$ cat src/rtl/mem16x8_pkg.sv
// mem16x8_pkg: shared widths, modes and controller state type for the 16x8 memory burst controller
package mem16x8_pkg;
    localparam int ADDR_W = 4;
    localparam int DATA_W = 8;
    localparam int DEPTH  = 16;
    localparam int LEN_W  = 5;
    localparam logic MODE_WRITE = 1'b0;
    localparam logic MODE_READ  = 1'b1;
    typedef enum logic [2:0] {IDLE, WRITE, RD_ISSUE, RD_CAP, RD_OUT, FIN} state_t;
endpackage

$ cat src/rtl/mem16x8_burst_ctrl.sv
// mem16x8_burst_ctrl: turns start/length commands and byte streams into burst fills and dumps of MEM16x8
module mem16x8_burst_ctrl
    import mem16x8_pkg::*;
(
    input  logic              CLK,
    input  logic              RST,
    input  logic              START,
    input  logic              MODE,
    input  logic [ADDR_W-1:0] BASE,
    input  logic [LEN_W-1:0]  LEN,
    output logic              BUSY,
    output logic              DONE,
    input  logic [DATA_W-1:0] IN_DATA,
    input  logic              IN_VALID,
    output logic              IN_READY,
    output logic [DATA_W-1:0] OUT_DATA,
    output logic              OUT_VALID,
    input  logic              OUT_READY,
    output logic              MEM_WR,
    output logic [ADDR_W-1:0] MEM_ADDR,
    output logic [DATA_W-1:0] MEM_DIN,
    input  logic [DATA_W-1:0] MEM_DOUT
);
    state_t            state_q;
    logic [ADDR_W-1:0] ptr_q;
    logic [LEN_W-1:0]  rem_q, len_d;
    logic [DATA_W-1:0] out_q;

    always_comb len_d = (LEN > LEN_W'(DEPTH)) ? LEN_W'(DEPTH) : LEN;

    assign BUSY      = state_q != IDLE;
    assign DONE      = state_q == FIN;
    assign IN_READY  = state_q == WRITE;
    assign OUT_VALID = state_q == RD_OUT;
    assign OUT_DATA  = out_q;
    assign MEM_ADDR  = ptr_q;
    assign MEM_DIN   = IN_DATA;
    // reset blocks the write in its own cycle, even mid-burst
    assign MEM_WR    = (state_q == WRITE) && IN_VALID && !RST;

    always_ff @(posedge CLK) begin
        if (RST) begin
            state_q <= IDLE;
            ptr_q   <= '0;
            rem_q   <= '0;
            out_q   <= '0;
        end else begin
            case (state_q)
                IDLE: if (START) begin
                    ptr_q   <= BASE;
                    rem_q   <= len_d;
                    state_q <= (len_d == '0) ? FIN : (MODE == MODE_READ) ? RD_ISSUE : WRITE;
                end
                WRITE: if (IN_VALID) begin
                    ptr_q <= ptr_q + ADDR_W'(1);
                    rem_q <= rem_q - LEN_W'(1);
                    if (rem_q == LEN_W'(1)) state_q <= FIN;
                end
                RD_ISSUE: state_q <= RD_CAP;
                RD_CAP: begin
                    out_q   <= MEM_DOUT;
                    ptr_q   <= ptr_q + ADDR_W'(1);
                    rem_q   <= rem_q - LEN_W'(1);
                    state_q <= RD_OUT;
                end
                // MEM_ADDR already points past the held byte, so the memory prefetches the next one
                RD_OUT: if (OUT_READY) state_q <= (rem_q == '0) ? FIN : RD_CAP;
                default: state_q <= IDLE;
            endcase
        end
    end
endmodule

$ cat config.mk
export PLATFORM = sky130hd
export DESIGN_NAME = mem16x8_burst_ctrl
export DESIGN_NICKNAME = d
export VERILOG_FILES = /design/src/rtl/mem16x8_pkg.sv /design/src/rtl/mem16x8_burst_ctrl.sv
export SDC_FILE = /design/constraint.sdc
export NUM_CORES = 1
export LEC_CHECK = 0
export ABC_AREA = 1
export CAP_MARGIN = 5
export CORE_MARGIN = 4
export CORE_UTILIZATION = 40
export DETAILED_ROUTE_END_ITERATION = 12
export PLACE_DENSITY = 0.84
export SKIP_LAST_GASP = 1
export SLEW_MARGIN = 10
export SYNTH_ARGS = -nofsm -noshare
export SYNTH_HDL_FRONTEND = slang
export SYNTH_SLANG_ARGS = --single-unit
export TNS_END_PERCENT = 5
$ cat constraint.sdc
create_clock -name CLK -period 3.6 [get_ports CLK]
set_input_delay 0.54 -clock CLK [delete_from_list [all_inputs] [get_ports CLK]]
set_output_delay 0.54 -clock CLK [all_outputs]
set_load 0.1 [all_outputs]
* Word level (Yosys, flattened, before mapping)
Cells that the tools add are included.
** Word-level totals
- Word-level logic and storage cells :: 42
- Flip-flop bits (word level) :: 20
- Output and inout bits :: 25
** Cells by class
- $add $sub $neg :: 2
- Multiplexer cells :: 15
- Magnitude comparators :: 1
- Reduce and logical (&&, ||, !) cells :: 10
- Equal/unequal tests :: 10
** Operator list (number)
- $mux W3 :: 6
- $mux W5 :: 3
- $pmux W3 S5 :: 1
- $pmux W5 S3 :: 1
- $pmux W4 S3 :: 1
- $logic_not A5 Y1 :: 2
- $mux W4 :: 2
- $eq A3 B2 Y1 const B :: 2
- $eq A3 B3 Y1 const B :: 2
- $reduce_bool A3 Y1 :: 2
- $eq A5 B1 Y1 const B :: 1
- $gt A5 B5 Y1 const B :: 1
- $sub A5 B1 Y5 const B :: 1
- $add A4 B1 Y4 const B :: 1
- $ne A2 B1 Y1 const B :: 2
- $ne A2 B2 Y1 const B :: 2
- $reduce_and A4 Y1 :: 1
- $eq A3 B1 Y1 const B :: 1
- $logic_not A3 Y1 :: 1
- $reduce_and A3 Y1 :: 1
- $logic_and A1 B1 Y1 :: 2
- $mux W2 :: 1
- $logic_not A1 Y1 :: 1

* Logic depth before layout (Yosys ltp)
- Word-level depth :: 6
- Mapped depth :: 10

* Worst setup path after synthesis
OpenSTA, ideal clock, no wires.
- Path kind :: input-to-output
- Start point :: input port RST
- End point :: output port MEM_WR
- Stages on the path :: 2
- Arrival :: 2.815 ns
- Required time :: 3.060 ns
- Slack :: 0.245 ns
- Cell sequence :: clkbuf_1 -> nor3_1
** Between the ends
- Cells in the longest elaborated chain, start to end :: 2
** RTL lines
- start, declared :: RTL line mem16x8_burst_ctrl.sv:6 : input logic RST,
- $logic_not A1 Y1 :: RTL line mem16x8_burst_ctrl.sv:39 : assign MEM_WR = (state_q == WRITE) && IN_VALID && !RST;
- $logic_and A1 B1 Y1 :: RTL line mem16x8_burst_ctrl.sv:39
- end, declared :: RTL line mem16x8_burst_ctrl.sv:19 : output logic MEM_WR,
Every way passes these cells.

* Worst setup path after layout
- Start point :: register state_q[2]
- End point :: output port BUSY
** Between the ends
- Cells in the longest elaborated chain, start to end :: 1
** RTL lines
- start, declared :: RTL line mem16x8_burst_ctrl.sv:24 : state_t state_q;
- start signal, assigned :: RTL line mem16x8_burst_ctrl.sv:52 : state_q <= (len_d == '0) ? FIN : (MODE == MODE_READ) ? RD_ISSUE : WRITE;
- start signal, assigned :: RTL line mem16x8_burst_ctrl.sv:67 : RD_OUT: if (OUT_READY) state_q <= (rem_q == '0) ? FIN : RD_CAP;
- $reduce_bool A3 Y1 :: RTL line mem16x8_burst_ctrl.sv:31 : assign BUSY = state_q != IDLE;
- end, declared :: RTL line mem16x8_burst_ctrl.sv:11 : output logic BUSY,
Every way passes these cells.

==> impl_results.rst <==
.. list-table::
   :header-rows: 1

   * - Metric
     - Value
   * - Status
     - completed
   * - Ranking of synthesized cells by area
     - sky130_fd_sc_hd__dfxtp_1, sky130_fd_sc_hd__nand2_1, sky130_fd_sc_hd__nor2_1, sky130_fd_sc_hd__nand3_1, sky130_fd_sc_hd__o21ai_0
   * - Post-route cell area
     - 1600 um2
   * - Clock insertion delay at the later pin of the skew report
     - 0.30 ns
   * - Leakage
     - 0.722 nW
   * - Final hold violation count
     - 0
   * - Total Routed Length
     - 2870 um
   * - Global route overflow
     - 0
   * - Final nets
     - 252
   * - Final worst clock skew
     - 0.00267 ns
   * - Number of remaining DRC errors
     - 0
   * - Placed Instances
     - 243
   * - Dominant cell type by area after synthesis
     - sky130_fd_sc_hd__dfxtp_1
   * - Hold Startpoint
     - MEM_ADDR[3]
   * - Minimum setup slack after placement
     - 1.26 ns
   * - Cell Area, Placed
     - 1540 um2
   * - Launching point of the worst reg2reg path
     - state_q[2]
   * - Top cells by instance count after synthesis
     - sky130_fd_sc_hd__nand2_1, sky130_fd_sc_hd__nor2_1, sky130_fd_sc_hd__dfxtp_1
   * - CTS buffer count
     - 3
   * - Via Count
     - 1235
   * - Setup crit start kind
     - flip-flop
   * - Category of the worst setup path capture point
     - output port
   * - Tmin final
     - 2.70 ns
   * - Max-slew headroom at the worst pin
     - 0.340
   * - Unique masters post-synth
     - 24
   * - Chip Height
     - 62.7 um
   * - Most frequently used flop master after synthesis
     - sky130_fd_sc_hd__dfxtp_1
   * - # Post-CTS Setup Buffers
     - 0
   * - Reported max-cap violation count
     - 0
   * - TritonCTS clock tree
     - done
   * - Number of diodes
     - 0
   * - Worst r2r dst
     - state_q[0]
   * - Layout overhead on the synthesized area
     - 33.3%
   * - Crit share post-route
     - 0.751
   * - Final-report max-slew violation count
     - 0
   * - Required time of the critical path
     - 3.06 ns
   * - Worst EP arrival
     - 2.16 ns
   * - Minimum setup slack in the final design
     - 0.895 ns
   * - Total power
     - 1.41 mW
   * - Count of placed standard cells in the final layout, fillers left out
     - 247
   * - HPWL after detailed placement
     - 2190 um
   * - Share of cells above drive strength 1
     - 0.0880
   * - Hold/Removal Path Class
     - flip-flop to flip-flop
   * - Mean routed wirelength per cell
     - 11.6 um
   * - Width of the die
     - 62.7 um
   * - Top-Level Pins
     - 56
   * - Count of fill cells added during filler insertion
     - 286
   * - Endpoint of the worst hold path
     - MEM_ADDR[3]
   * - Count of input and output buffers
     - 39
   * - Top-area cell type share of the netlist area
     - 0.334
   * - Number of iterations in the first detailed-routing pass
     - 4
   * - Clock-pin slew on the worst setup and hold paths
     - 0.12 ns
   * - Reg2reg path depth
     - 8
   * - Number of placement rows
     - 19
   * - Setup Viol. Count Final
     - 0
   * - Ratio of total power to cell area
     - 886 nW/um2
   * - Top achievable clock speed
     - 370 MHz
   * - Unrepaired setup endpoints after global routing
     - false
   * - Global-route wire length before repair
     - 4840 um
   * - Maximum number of buffers from clock root to sink
     - 2
   * - CP Class
     - flip-flop to output port
   * - TritonCTS sink count
     - 20
   * - First-iteration detailed-routing DRC count
     - 88
   * - Register area share after synthesis
     - 0.334
   * - Maximum level of the CTS H-tree
     - 1
   * - Initial antenna violation count
     - 0
   * - Avg Cell Area, Syn
     - 6.51 um2
   * - Hold Buf Count CTS
     - 0
   * - Fraction of synthesis flops using an asynchronous set or reset pin
     - 0
   * - Final Wtd Congestion
     - 0.821
   * - Gates resized, CTS repair
     - 0
   * - Most common cell in the synthesized netlist
     - sky130_fd_sc_hd__nand2_1
   * - Number of enable flip-flop cells after synthesis
     - 0
   * - Mapped Nets
     - 219
   * - Post-synthesis instance total
     - 184
   * - Total core area
     - 2810 um2
   * - Per-cell via count in the routed design
     - 5.00
   * - Post-synthesis instance area
     - 1200 um2
   * - Cell at the root of the clock tree
     - sky130_fd_sc_hd__clkbuf_4
   * - Die area
     - 3930 um2
   * - Sum of negative setup slack
     - 0 ns
   * - Synth Register Bits
     - 20
   * - Pin count of the biggest net entering global routing
     - 17
   * - Antenna violation net count after detailed routing
     - 0
   * - Number of global-route vias before repair
     - 1131
   * - GRT Resource Usage Total
     - 0.149
   * - Starting density of the core
     - 0.427
   * - Flop2flop setup slack
     - 2.07 ns
   * - Hold-critical path depth
     - 2
   * - Highest fanout seen on the critical path
     - 6
   * - Synthesis Warnings
     - 0
   * - Largest voltage drop on the vdd net
     - 0.000320 V
   * - Transition time at the pin with the least slew margin
     - 0.987 ns
how the worst max path moves through the flow:
| stage | from | end | slack [ns] | depth (start not counted) |
|---|---|---|---|---|
| 6_report | state_q[2] | BUSY | 0.90 | 3 |
| 3_3_place_gp | state_q[2] | BUSY | 1.28 | 3 |
| 2_1_floorplan | RST | MEM_WR | 0.24 | 2 |
| 5_1_grt | state_q[2] | BUSY | 0.83 | 3 |
| 3_5_place_dp | state_q[2] | BUSY | 1.26 | 3 |
| 4_1_cts | state_q[2] | BUSY | 0.89 | 3 |
cells by family (layout without fill, tap and decap cells):
kind of cell    after synthesis  in the layout  synth area share
simple gates                102            102             0.378
compound gates               29             29             0.124
buf+inv                      28             60             0.114
flops                        20             20             0.334
fa+ha+maj                     4              4            0.0418
xor+xnor                      1              1           0.00732
power breakdown:
| part | switching [mW] | internal, mW |
|---|---|---|
| clock network | 0.0719 | 0.113 |
| logic | 0.645 | 0.239 |
| registers | 0.0636 | 0.283 |
worst max-delay path, stage by stage (launching register included):
cell,delay [ns]
sky130_fd_sc_hd__dfxtp_1,0.48
sky130_fd_sc_hd__inv_2,0.11
sky130_fd_sc_hd__nand2_1,0.13
sky130_fd_sc_hd__clkdlybuf4s50_1,1.14
stage by stage:
stage,util,hold slack [ns]
2_1_floorplan,-,0.472
5_1_grt,0.569,0.539
3_5_place_dp,0.550,0.495
6_report,0.569,0.507
4_1_cts,0.569,0.513
3_3_place_gp,0.550,0.488
final cells by class:
type,instances,area (um2),area share
clock inverter,1,30.0,0.0188
multi-input combinational,136,661,0.414
timing repair buffer,39,380,0.238
inverter,17,63.8,0.0400
tap,31,38.8,0.0243
sequential,20,400,0.251
clock buffer,3,22.5,0.0141
layer usage:
layer / wire length, um / global-route usage / up-vias
met4: 36 / 0.0661 / 0
met2: 1270 / 0.244 / 46
li1: - / - / 649
met5: 0 / 0 / -
met1: 1320 / 0.182 / 536
met3: 240 / 0.0396 / 4
sequential cells by signal, summed over array words and instances, names as in the netlist:
signal and flops:
OUT_DATA 8, rem_q 5, MEM_ADDR 4, state_q 3
cells in the final DEF, fill, tap and decap left out:
cell and count:
sky130_fd_sc_hd__a21oi_1 10, sky130_fd_sc_hd__buf_4 4, sky130_fd_sc_hd__bufinv_16 1, sky130_fd_sc_hd__clkbuf_4 3, sky130_fd_sc_hd__clkdlybuf4s50_1 35, sky130_fd_sc_hd__dfxtp_1 20, sky130_fd_sc_hd__ha_1 4, sky130_fd_sc_hd__inv_1 13
sky130_fd_sc_hd__inv_2 4, sky130_fd_sc_hd__nand2_1 43, sky130_fd_sc_hd__nand2_2 2, sky130_fd_sc_hd__nand3_1 15, sky130_fd_sc_hd__nand3_2 1, sky130_fd_sc_hd__nand3b_1 2, sky130_fd_sc_hd__nand4_1 2, sky130_fd_sc_hd__nor2_1 30
sky130_fd_sc_hd__nor2_2 1, sky130_fd_sc_hd__nor2_4 2, sky130_fd_sc_hd__nor3_1 3, sky130_fd_sc_hd__nor3_2 1, sky130_fd_sc_hd__o21ai_0 14, sky130_fd_sc_hd__o21ai_1 3, sky130_fd_sc_hd__o21bai_1 1, sky130_fd_sc_hd__o22ai_1 1
sky130_fd_sc_hd__xnor2_1 1
Note: power is estimated with default switching activity, not from simulation.
